File: src/rtl/wb_regfile_scoreboard.sv
// Write-back stage of the 19-bit pipeline: result select, register file commit,
// bypassed decode read ports, per-register pending-write scoreboard with stall,
// retire counter and sticky scoreboard-error flag.
//
// Handshake: decode's issue is accepted in a cycle when issue_valid && issue_we
// && !stall; there is no ready back to the W stage (a RegWriteW cycle always
// commits). stall depends only on read addresses, ra_use, W-stage inputs and
// state, never on issue_*, so it can gate the issue accept in the same cycle.
module wb_regfile_scoreboard #(
    parameter int DW = 19,
    parameter int AW = 2,
    parameter int CW = 16
) (
    input  logic          clk,
    input  logic          rst,
    input  logic          RegWriteW,
    input  logic          memtoregW,
    input  logic [DW-1:0] RdOutW,
    input  logic [DW-1:0] AluOutW,
    input  logic [AW-1:0] r1W_addr,
    input  logic          issue_valid,
    input  logic          issue_we,
    input  logic [AW-1:0] issue_rd,
    input  logic [AW-1:0] ra1,
    input  logic [AW-1:0] ra2,
    input  logic [AW-1:0] ra3,
    input  logic [2:0]    ra_use,
    output logic [DW-1:0] rd1,
    output logic [DW-1:0] rd2,
    output logic [DW-1:0] rd3,
    output logic          stall,
    output logic [CW-1:0] retire_count,
    output logic          sb_err
);

    localparam int NR = 1 << AW;

    logic [DW-1:0] regs    [NR];
    logic [1:0]    pend    [NR];
    logic [1:0]    pend_nx [NR];
    logic [AW-1:0] ra_a    [3];
    logic [DW-1:0] rd_a    [3];
    logic [DW-1:0] wb_data;
    logic          issue_acc;
    logic          err_hit;

    assign wb_data   = memtoregW ? RdOutW : AluOutW;
    assign issue_acc = issue_valid && issue_we && !stall;
    assign rd1       = rd_a[0];
    assign rd2       = rd_a[1];
    assign rd3       = rd_a[2];

    // Read ports with write-through bypass, and hazard detection for used ports.
    // A port whose only outstanding write is committing right now is not a hazard.
    always_comb begin
        ra_a[0] = ra1;
        ra_a[1] = ra2;
        ra_a[2] = ra3;
        stall   = 1'b0;
        for (int p = 0; p < 3; p++) begin
            if (RegWriteW && (r1W_addr == ra_a[p])) begin
                rd_a[p] = wb_data;
            end else begin
                rd_a[p] = regs[ra_a[p]];
            end
            if (ra_use[p] && (pend[ra_a[p]] != 2'd0) &&
                !(RegWriteW && (r1W_addr == ra_a[p]) && (pend[ra_a[p]] == 2'd1))) begin
                stall = 1'b1;
            end
        end
    end

    // Scoreboard next state: same-register inc/dec cancel; saturate and flag errors.
    always_comb begin
        err_hit = 1'b0;
        for (int r = 0; r < NR; r++) begin
            pend_nx[r] = pend[r];
            if (issue_acc && (issue_rd == AW'(r)) &&
                !(RegWriteW && (r1W_addr == AW'(r)))) begin
                if (pend[r] == 2'd3) begin
                    err_hit = 1'b1;
                end else begin
                    pend_nx[r] = pend[r] + 2'd1;
                end
            end else if (RegWriteW && (r1W_addr == AW'(r)) &&
                         !(issue_acc && (issue_rd == AW'(r)))) begin
                if (pend[r] == 2'd0) begin
                    err_hit = 1'b1;
                end else begin
                    pend_nx[r] = pend[r] - 2'd1;
                end
            end
        end
    end

    // Register file commit.
    always_ff @(posedge clk or negedge rst) begin
        if (!rst) begin
            for (int r = 0; r < NR; r++) regs[r] <= '0;
        end else if (RegWriteW) begin
            regs[r1W_addr] <= wb_data;
        end
    end

    // Scoreboard state, retire counter and sticky error flag.
    always_ff @(posedge clk or negedge rst) begin
        if (!rst) begin
            for (int r = 0; r < NR; r++) pend[r] <= 2'd0;
            retire_count <= '0;
            sb_err       <= 1'b0;
        end else begin
            for (int r = 0; r < NR; r++) pend[r] <= pend_nx[r];
            if (RegWriteW) retire_count <= retire_count + 1'b1;
            if (err_hit) sb_err <= 1'b1;
        end
    end

endmodule

File: config.mk
export PLATFORM = sky130hd
export DESIGN_NAME = wb_regfile_scoreboard
export DESIGN_NICKNAME = d
export VERILOG_FILES = /design/src/rtl/wb_regfile_scoreboard.sv
export SDC_FILE = /design/constraint.sdc
export NUM_CORES = 1
export LEC_CHECK = 0
export CAP_MARGIN = 40
export CORE_MARGIN = 2
export CORE_UTILIZATION = 50
export DETAILED_ROUTE_END_ITERATION = 6
export PLACE_DENSITY = 0.85
export SYNTH_ARGS = -nofsm -noshare
export SYNTH_HDL_FRONTEND = slang
export SYNTH_SLANG_ARGS = --single-unit
File: constraint.sdc
create_clock -name clk -period 3.5 [get_ports clk]
set_clock_uncertainty 0.05 [all_clocks]
set_input_delay 0.525 -clock clk [delete_from_list [all_inputs] [get_ports clk]]
set_output_delay 0.525 -clock clk [all_outputs]
set_load 0.05 [all_outputs]
==> impl_metrics.yaml <==
run_status:
  status: "finished clean"
timing:
  fmax_mhz: 300
  slew_headroom_pct: 47.7
  worst_slew_pin_slew_ns: 0.763
  worst_slack_ns: 0.161
  fin_crit_ns: 3.34
  drv_slew: 0
  period_share_pct: 95.4
  fin_setup_tns_ns: 0
  fin_hold_ws_ns: 0.00744
  finalHoldViolations: 0
  finalSetupViolations: 0
  rsz0062_at_grt: "false"
routing:
  highest_layer: "met4"
  wl_um: 18400
  viasPerCell: 6.14
  num_vias: 5666
  drt_iter0_drc: 459
  wl_met2_um: 9370
  ant_nets: 0
  wl_per_cell_um: 19.9
  first_pass_iters: 6
  dr_wl_met3_um: 1530
  wl_met1_um: 7160
  drc_errors: 0
synthesis:
  yosys_most_used_dff: "dfrtp_1"
  ys_seq_area_share_pct: 39.1
  ys_types: 39
  synth_area_per_cell_um2: 10.4
  ys_warn_count: 0
  synth_edf_count: 0
  syn_inst: 624
  synth.ff_latch_count: 101
  async_reset_ff_share_pct: 100
  synth_nets: 690
  netlist_area_um2: 6460
cts:
  post-cts-setup-buffers: 0
  cts_made_buffers: 9
  clk_latency_ns: 0.35
  htreeDepth: 3
  numClockSinks: 101
  clk_path_buf_depth: 2
  hold_buffers: 0
  cts_tree: "built"
  cts.clk_slew.worst_paths_ns: 0.07
  post_cts_resized: 0
  clock-root-buffer: "clkbuf_16"
placement:
  io_buffers: 131
  dp_slack_ns: 0.208
  finalWeightedCongestion: 0.875
  dpl.hpwl_um: 12900
  place_area_um2: 8520
layout:
  diodes: 0
  finish.instance_area_um2: 8840
  final_cell_mix: "nand2_1 (129), o21ai_0 (120), dfrtp_1 (101)"
  n_fill_cell: 860
  drive_above_1_share_pct: 23.2
  seqCellArea_um2: 2530
  final_common_cell: "nand2_1"
  area_growth_pct: 36.9
  fin_nets: 812
  multi_input_area_um2: 3650
power:
  ir_drop_mv: 0.579
  p_leak_uw: 0.00377
  p_per_area_nw_per_um2: 571
worst_setup_path:
  arrival_ns: 2.76
  worstPathMaxFanout: 38
  critPathRequiredTime_ns: 2.92
  end_kind: "output port"
  startpoint_type: "primary input"
  critPathKind: "in -> out"
floorplanning:
  dieHeight_um: 118
  core_area_um2: 12600
  dieArea_um2: 13800
  initial_core_util_pct: 51.2
  num_rows: 41
  io_pins: 132
  fp.dieW_um: 118
global_routing:
  grt_overflow: 0
  grt_pass1_wl_um: 30200
  grt.total_usage_pct: 27.0
  grt_pass1_vias: 6076
  antenna_found_initial: 0
  grt_max_degree: 71
worst_hold_path:
  hold_path.class: "in -> async"
flow_run:
  drv_cap: 0
==> layer usage <==
metal | up-vias | track usage (%)
met1 | 2780 | 34.1
met4 | 0 | 10.6
li1 | 2522 | -
met3 | 41 | 5.67
met5 | - | 0
met2 | 323 | 45.7
==> critical path, stage by stage <==
cell,delay [ns]
clkdlybuf4s50_1,0.76
xor2_1,0.20
or3_1,0.44
buf_12,0.20
o21ai_0,0.43
buf_12,0.20
==> metrics by stage <==
step	total power, uW	instances	util, %
5_1_grt	5240	923	70.1
3_5_place_dp	4000	907	67.5
3_3_place_gp	3910	906	67.3
6_report	5050	923	70.1
4_1_cts	5050	923	70.1
2_1_floorplan	2900	624	-
==> state kept, by name, indices dropped and copies added, names as in the netlist <==
name	flops
sb_err	1
pend	8
regs	76
retire_count	16
==> cells in the mapped netlist (all sizes together), types with 6 or more instances <==
cell	n	area share, %
nand2	129	7.5
buf	27	2.9
xnor2	10	1.4
xor2	11	1.5
a21oi	22	1.7
ha	9	1.7
and4	6	0.81
dfrtp	101	39
nand3	6	0.46
nor2	25	1.5
mux4	63	22
nand4	8	0.77
o21ai	126	10
clkbuf	19	1.1
inv	7	0.41
mux2i	20	3.1
==> area by class of cell <==
cell class	count	area share, %
clock inverters	5	0.736
inverters	7	0.297
repair buffers	157	23.8
clock buffers	11	2.86
multi-input cells	470	41.3
well taps	172	2.43
flip-flops and latches	101	28.6
==> cells by family (layout without fill, tap and decap cells) <==
| logic type | Yosys count | after routing | share of synthesized area [%] |
|---|---|---|---|
| AO/OA/AOI/OAI | 160 | 160 | 13.5 |
| XOR/XNOR | 21 | 21 | 2.85 |
| adder cells (fa/ha/maj) | 9 | 9 | 1.74 |
| buffers and inverters | 53 | 180 | 4.42 |
| flip-flops | 101 | 101 | 39.1 |
| multiplexers | 84 | 84 | 25.2 |
| AND/OR/NAND/NOR | 196 | 196 | 13.2 |
==> power breakdown <==
| group | switching (uW) | internal [uW] |
|---|---|---|
| logic | 1300 | 1110 |
| registers | 219 | 1360 |
| clock network | 457 | 602 |
==> worst paths after layout <==
kind | slack (ns) | to | depth (start not counted) | start
setup / recovery | 0.16 | rd2[5] | 6 | r1W_addr[0]
hold / removal | 0.007 | regs[47]$_DFFE_PN0P_ | 1 | rst
setup reg to reg | 0.77 | sb_err$_DFFE_PN0P_ | 9 | pend[0]$_DFFE_PN0P_
hold reg to reg | 0.44 | retire_count[15]$_DFFE_PN0P_ | 1 | retire_count[15]$_DFFE_PN0P_
max in group asynchronous | 2.52 | regs[53]$_DFFE_PN0P_ | 3 | rst
min in group clk | 0.44 | retire_count[15]$_DFFE_PN0P_ | 1 | retire_count[15]$_DFFE_PN0P_
No activity file was read; power rests on OpenSTA's default activity.
